File: src/rtl/irl_input_conditioner.sv
// irl_input_conditioner
// Conditions the raw board inputs (enable switch, step push-button, disable
// switch) for the IRL next-state logic. Each input passes through a 2-FF
// synchronizer and a counter debouncer. The debounced step level is turned
// into a single-cycle w[0] pulse on its rising edge, so one press advances
// the downstream 3-bit state exactly once.
//
// Output map:
//   w[1]     debounced enable level
//   w[0]     one-cycle pulse on each accepted step press
//   d        debounced disable level
//   step_lvl debounced step level (debug/LED)

// ---------------------------------------------------------------------------
// irl_db_channel
// One synchronize-and-debounce channel. The stable level only follows the
// synchronized input after DB_CYCLES consecutive edges at which the two
// disagree; any shorter disagreement is forgotten and the count restarts
// from zero. The counter tops out at DB_CYCLES-1 and never wraps.
// ---------------------------------------------------------------------------
module irl_db_channel #(
    parameter int DB_CYCLES = 16,
    parameter int CNT_W     = 20
) (
    input  logic Clock,
    input  logic Resetn,
    input  logic raw_i,
    output logic level_o
);

    localparam logic [CNT_W-1:0] CNT_LAST = CNT_W'(DB_CYCLES - 1);
    localparam logic [CNT_W-1:0] CNT_ONE  = CNT_W'(1);

    logic             sync1_q;
    logic             sync2_q;
    logic             stable_q;
    logic             stable_d;
    logic [CNT_W-1:0] cnt_q;
    logic [CNT_W-1:0] cnt_d;

    // Two-stage synchronizer for the asynchronous raw input.
    always_ff @(posedge Clock or negedge Resetn) begin
        if (!Resetn) begin
            sync1_q <= 1'b0;
            sync2_q <= 1'b0;
        end else begin
            sync1_q <= raw_i;
            sync2_q <= sync1_q;
        end
    end

    // Debounce decision: clear on agreement, accept on the last mismatch, else count.
    always_comb begin
        stable_d = stable_q;
        cnt_d    = cnt_q;
        if (sync2_q == stable_q) begin
            cnt_d = '0;
        end else if (cnt_q == CNT_LAST) begin
            stable_d = sync2_q;
            cnt_d    = '0;
        end else begin
            cnt_d = cnt_q + CNT_ONE;
        end
    end

    // Debounce state registers.
    always_ff @(posedge Clock or negedge Resetn) begin
        if (!Resetn) begin
            stable_q <= 1'b0;
            cnt_q    <= '0;
        end else begin
            stable_q <= stable_d;
            cnt_q    <= cnt_d;
        end
    end

    assign level_o = stable_q;

endmodule

// ---------------------------------------------------------------------------
// irl_input_conditioner (top)
// Three independent channels plus the rising-edge detector on the step level.
// Channels share nothing but the clock and reset, so several of them may
// accept a new level on the same edge. w[0] is deliberately not gated by the
// enable or disable levels; that qualification happens downstream.
// ---------------------------------------------------------------------------
module irl_input_conditioner #(
    parameter int DB_CYCLES = 16,
    parameter int CNT_W     = 20
) (
    input  logic       Clock,
    input  logic       Resetn,
    input  logic       en_raw,
    input  logic       step_raw,
    input  logic       dis_raw,
    output logic [1:0] w,
    output logic       d,
    output logic       step_lvl
);

    logic s_en;
    logic s_step;
    logic s_dis;
    logic step_prev_q;

    irl_db_channel #(
        .DB_CYCLES (DB_CYCLES),
        .CNT_W     (CNT_W)
    ) u_db_en (
        .Clock   (Clock),
        .Resetn  (Resetn),
        .raw_i   (en_raw),
        .level_o (s_en)
    );

    irl_db_channel #(
        .DB_CYCLES (DB_CYCLES),
        .CNT_W     (CNT_W)
    ) u_db_step (
        .Clock   (Clock),
        .Resetn  (Resetn),
        .raw_i   (step_raw),
        .level_o (s_step)
    );

    irl_db_channel #(
        .DB_CYCLES (DB_CYCLES),
        .CNT_W     (CNT_W)
    ) u_db_dis (
        .Clock   (Clock),
        .Resetn  (Resetn),
        .raw_i   (dis_raw),
        .level_o (s_dis)
    );

    // Delayed copy of the debounced step level for rising-edge detection.
    always_ff @(posedge Clock or negedge Resetn) begin
        if (!Resetn) begin
            step_prev_q <= 1'b0;
        end else begin
            step_prev_q <= s_step;
        end
    end

    // Levels are passed straight through; the pulse is high only in the
    // cycle right after the step level goes 0->1 (holding or releasing the
    // button cannot produce another one).
    assign w        = {s_en, s_step & ~step_prev_q};
    assign d        = s_dis;
    assign step_lvl = s_step;

endmodule
File: config.mk
export PLATFORM = sky130hd
export DESIGN_NAME = irl_input_conditioner
export DESIGN_NICKNAME = d
export VERILOG_FILES = /design/src/rtl/irl_input_conditioner.sv
export SDC_FILE = /design/constraint.sdc
export NUM_CORES = 1
export LEC_CHECK = 0
export BUFFER_PORTS_ARGS = -buffer_cell sky130_fd_sc_hd__buf_2
export CAP_MARGIN = 20
export CELL_PAD_IN_SITES_DETAIL_PLACEMENT = 2
export CELL_PAD_IN_SITES_GLOBAL_PLACEMENT = 2
export CORE_MARGIN = 4
export CORE_UTILIZATION = 46
export CTS_BUF_LIST = sky130_fd_sc_hd__clkbuf_4 sky130_fd_sc_hd__clkbuf_8
export DETAILED_ROUTE_END_ITERATION = 6
export PLACE_DENSITY_LB_ADDON = 0.15
export SLEW_MARGIN = 10
export SYNTH_ARGS = -nofsm -noshare
export SYNTH_HDL_FRONTEND = slang
export SYNTH_HIERARCHICAL = 1
export SYNTH_SLANG_ARGS = --single-unit
File: constraint.sdc
create_clock -name Clock -period 3.98 [get_ports Clock]
set_clock_uncertainty 0.15 [all_clocks]
set_input_delay 0.398 -clock Clock [delete_from_list [all_inputs] [get_ports Clock]]
set_output_delay 0.398 -clock Clock [all_outputs]
set_load 0.02 [all_outputs]
Word-level counts from Yosys, hierarchy flattened
Index checks and enable logic that the tools add are counted.
{"block": "totals", "regBits": 70, "in_bits": 5, "output_inout_bits": 4, "wordCells": 36}
{"block": "classes", "n_addsub": 3, "n_eq_ne": 6, "mux": 6, "n_bitwise": 5, "n_reduce_logical": 3}
{"op": "2-to-1 mux 20 bit", "n": 6}
{"op": "adder 20 x 1 -> 20 bit, second input constant", "n": 3}
{"op": "equality test 20 x 4 -> 1 bit, second input constant", "n": 3}
{"op": "AND reduction 2 bit", "n": 3}
{"op": "inverter 1 bit", "n": 4}
{"op": "equality test 1 bit", "n": 3}
{"op": "AND 1 bit", "n": 1}

Longest topological paths before layout
{"block": "depth", "word_depth": 3, "depth_mapped": 6, "ltp_nobuf": 5}

Hierarchy
Netlist, hierarchy kept.
{"module": "irl_db_channel", "n_inst": 3, "cells_each": 111, "area_each_um2": 1141.1, "seq_area_each_um2": 575.6}
{"module": "irl_input_conditioner", "n_inst": 1, "cells_each": 3, "area_each_um2": 46.3, "seq_area_each_um2": 25.0}

Worst setup path before layout
Ideal clock, no wire load.
{"block": "synth_path", "path_kind": "flip-flop to flip-flop", "startpoint": "register u_db_step.cnt_q[0]", "endpoint": "register u_db_step.cnt_q[16]", "setup_time_ns": 0.136, "arrival_time_ns": 1.481, "required_ns": 3.694, "slack_ns": 2.213, "stages_incl_launch_ff": 6, "n_path_buf": 0, "period_less_slack_ns": 1.767, "cell_sequence": "dfrtp_1 > ha_1 > nand3_1 > or4_1 > o21ai_1 > a21oi_1"}
{"block": "synth_via", "elab_chain_len": 3, "word_cells_on_any_way": 4, "classes_between": "1 x add/sub; 1 x eq/ne; 2 x mux"}
{"element": "start, declared", "line_no": "38", "text": "logic [CNT_W-1:0] cnt_q;"}
{"element": "start signal, assigned", "line_no": "73", "text": "cnt_q <= cnt_d;"}
{"element": "adder 20 x 1 -> 20 bit / equality test 20 x 4 -> 1 bit (equally long branches)", "line_no": "62, 58"}
{"element": "2-to-1 mux 20 bit *", "line_no": "58", "text": "end else if (cnt_q == CNT_LAST) begin"}
{"element": "2-to-1 mux 20 bit *", "line_no": "56", "text": "if (sync2_q == stable_q) begin"}
{"element": "named net u_db_step.cnt_d[16]", "line_no": "39", "text": "logic [CNT_W-1:0] cnt_d;"}
The timed path passes the listed nets; every way through them passes the cells marked *.
A chain may end at the register's enable or synchronous reset.

Final worst setup path
{"block": "layout_path", "startpoint": "register u_db_en.cnt_q[0]", "endpoint": "register u_db_en.cnt_q[14]"}
{"block": "layout_via", "elab_chain_len": 3, "word_cells_on_any_way": 4, "classes_between": "1 x add/sub; 1 x eq/ne; 2 x mux"}
{"element": "start, declared", "line_no": "38"}
{"element": "start signal, assigned", "line_no": "73"}
{"element": "adder 20 x 1 -> 20 bit / equality test 20 x 4 -> 1 bit (equally long branches)", "line_no": "62, 58"}
{"element": "2-to-1 mux 20 bit *", "line_no": "58"}
{"element": "2-to-1 mux 20 bit *", "line_no": "56"}
{"element": "named net u_db_en.cnt_d[14]", "line_no": "39"}
Marks and branches as above.

==> results.sh <==
export IMPL_cts_path_max_buffers=2
export IMPL_slowest_stage="o21bai_2"
export IMPL_yosysWarnings=6
export IMPL_cts_tree="built"
export IMPL_clkLatencyLatePin_ns=0.35
export IMPL_grt_usage_pct=23.84
export IMPL_io_pins=9
export IMPL_setup_viol=0
export IMPL_final_max_slew_viol_count=0
export IMPL_first_iter_violations=73
export IMPL_antenna_found_initial=0
export IMPL_place_worst_setup_slack_ns=1.851
export IMPL_syn_area_per_cell_um2=10.33
export IMPL_die_w_um=94.85
export IMPL_routedWlPerCell_um=20.98
export IMPL_finalHoldViolCount=0
export IMPL_p_per_area_mw_per_mm2=399.7
export IMPL_nets=359
export IMPL_layout_common_cells="dfrtp_1, nor2_1, xnor2_1"
export IMPL_core_area_mm2=0.007292
export IMPL_grt_overflow=0
export IMPL_grt_pass1_wl_mm=16.34
export IMPL_io_buffer_count=8
export IMPL_nFillCells=786
export IMPL_final_common_cell="dfrtp_1"
export IMPL_postLayoutCellArea_mm2=0.003886
export IMPL_setup_slack_ns=1.664
export IMPL_wl_mm=9.545
export IMPL_period_needed_ns=2.316
export IMPL_rsz0062_at_grt="no"
export IMPL_crit_family="compound AO/OA/AOI/OAI gates"
export IMPL_placed_cell_area_mm2=0.003596
export IMPL_yosys_top_cells_area="dfrtp_1, xnor2_1, nor2_1, nor4_1, nand3_1"
export IMPL_ir_worst_vdd_mv=0.1784
export IMPL_status="finished clean"
export IMPL_crit_path_start_kind="flip-flop"
export IMPL_dp_hpwl_mm=5.715
export IMPL_r2r_end="u_db_en/cnt_q[14]"
export IMPL_tns_ns=0
export IMPL_root_buffer="clkbuf_8"
export IMPL_cts_max_level=3
export IMPL_worstPathArrival_ns=2.34
export IMPL_async_reset_ff_share_pct=100.0
export IMPL_worstSetupEndpointType="flip-flop"
export IMPL_synth_edff_count=0
export IMPL_first_pass_iters=4
export IMPL_post_cts_buffers=0
export IMPL_ys_ff_latch=70
export IMPL_cts_buffers=9
export IMPL_initial_core_util_pct=47.58
export IMPL_worst_pin_slew_ns=0.8101
export IMPL_final_antenna_net_count=0
export IMPL_cts_resized=0
export IMPL_clk_pin_slew_worst_paths_ns=0.08
export IMPL_grt_max_degree=55
export IMPL_cp_endpoint="u_db_en/cnt_q[14]"
export IMPL_max_freq_mhz=431.8
export IMPL_clock_sinks=70
export IMPL_post_route_drc_count=0
export IMPL_p_int_uw=1230
export IMPL_utilization_pct=53.29
export IMPL_vias=2638
export IMPL_power_frac_comb_pct=3.0
export IMPL_die_y_um=94.85
export IMPL_hold_buffers=2
export IMPL_p_sw_uw=323.0
export IMPL_seq_power_share_pct=47.1
export IMPL_fin_crit_sh_pct=58.19
export IMPL_worstPathMaxFanout=17
export IMPL_power_leakage_uw=0.001599
export IMPL_rows=31
export IMPL_syn_num_nets=344
export IMPL_crit_buf_inv=0
export IMPL_vias_per_cell=5.798
export IMPL_die_area_mm2=0.008996
export IMPL_ys_types=27
export IMPL_min_path_type="in -> reg"
export IMPL_cp_required_ns=4.01
export IMPL_setup_worst_path_class="reg -> reg"
export IMPL_path_depth=5
export IMPL_rr_worst_depth=5
export IMPL_clockPowerShare_pct=49.8
export IMPL_drive_above_1_share_pct=13.20
export IMPL_antenna_cells=0
export IMPL_slowest_delay_ns=0.70
export IMPL_ys_flop_type="dfrtp_1"
export IMPL_crit_path_start="u_db_en/cnt_q[0]"
export IMPL_max_cap_violations=0
export IMPL_syn_area_mm2=0.003470
export IMPL_gp_congestion=0.7916
export IMPL_slew_headroom_pct=45.95
export IMPL_syn_inst=336
export IMPL_path_cells="ha_1 -> and3_1 -> nand3_1 -> o21bai_2 -> nor2_1"
export IMPL_grt_pass1_vias=3060
export IMPL_r2r_start="u_db_en/cnt_q[0]"
export IMPL_yosysTopAreaCell="dfrtp_1"
export IMPL_yosysTopAreaCellShare_pct=50.49
export IMPL_r2r_slack_ns=1.66
export IMPL_area_growth_pct=12.01
export IMPL_p_sw_share_pct=20.79
export IMPL_seq_area_frac_synth_pct=50.49
cells by family (layout without fill, tap and decap cells):
family,Yosys count,in the layout,share of synthesized area (%)
xor+xnor,42,42,10.60
mux,3,3,0.9736
buf+inv,19,39,2.596
compound gates,24,24,4.003
flops,70,70,50.49
simple gates,175,175,30.26
fa+ha+maj,3,3,1.082
layer usage:
layer  GRT usage, %  share of wire (%)  vias up
li1               -                  -     1207
met1          28.49                 43     1380
met2          42.92                 54       40
met3          3.904                2.3       11
met4          8.654                1.4        0
met5              0                  0        -
cell usage after synthesis (4+ instances only):
cell	n
a21oi_1	15
and3_1	6
buf_4	4
dfrtp_1	70
inv_1	12
nand2_1	21
nand3_1	18
nand4_1	6
nand4b_1	6
nor2_1	60
nor3_1	12
nor4_1	21
nor4_2	6
o21ai_1	6
xnor2_1	36
xor2_1	6
state kept, by name, indices dropped and copies added (netlist names):
register,flops
u_db_en/sync1_q,1
u_db_dis/sync2_q,1
u_db_en/cnt_q,20
u_db_dis/level_o,1
u_db_en/level_o,1
u_db_step/sync1_q,1
step_prev_q,1
u_db_step/cnt_q,20
u_db_dis/sync1_q,1
u_db_step/level_o,1
u_db_en/sync2_q,1
u_db_dis/cnt_q,20
u_db_step/sync2_q,1
power groups by stage:
stage                     combinational (uW)  sequential, uW  clock [uW]
after floorplan                         23.1             742           0
after global placement                  44.2             744           0
after detailed placement                46.0             745           0
after CTS                               48.7             732         791
after global routing                    53.9             734         826
final                                   46.8             732         774
through the flow:
step | hold slack (ns) | instances | total power [uW]
after floorplan | -0.04759 | 336 | 765.4
after global placement | 0.1864 | 437 | 787.9
after detailed placement | 0.1889 | 437 | 791.1
after CTS | 0.004555 | 455 | 1572
after global routing | 0.001820 | 455 | 1614
final | 0.01862 | 455 | 1553
area by class of cell:
class                      count  area (um^2)  share of cell area, %
tap                           99        123.9                  3.187
clock inverter                 6        132.6                  3.413
multi-input combinational    247         1628                  41.89
clock buffer                  10        137.6                  3.542
sequential                    70         1752                  45.07
inverter                      12        45.04                  1.159
timing repair buffer          11        67.56                  1.739
worst register-to-register path, stage by stage, from the launching register on:
cell      delay (ns)
dfrtp_1         0.43
ha_1            0.27
and3_1          0.27
nand3_1         0.17
o21bai_2        0.70
nor2_1          0.17
how the worst min path moves through the flow:
stage               startpoint                 end  slack, ns  cells past startpoint
3_5_place_dp   u_db_en/sync1_q     u_db_en/sync2_q       0.19                      0
2_1_floorplan           Resetn         step_prev_q      -0.05                      0
3_3_place_gp            Resetn  u_db_dis/cnt_q[17]       0.19                      1
5_1_grt                 en_raw     u_db_en/sync1_q      0.002                      1
4_1_cts                 en_raw     u_db_en/sync1_q      0.005                      1
6_report                en_raw     u_db_en/sync1_q       0.02                      1
(Power assumes the default switching activity.)
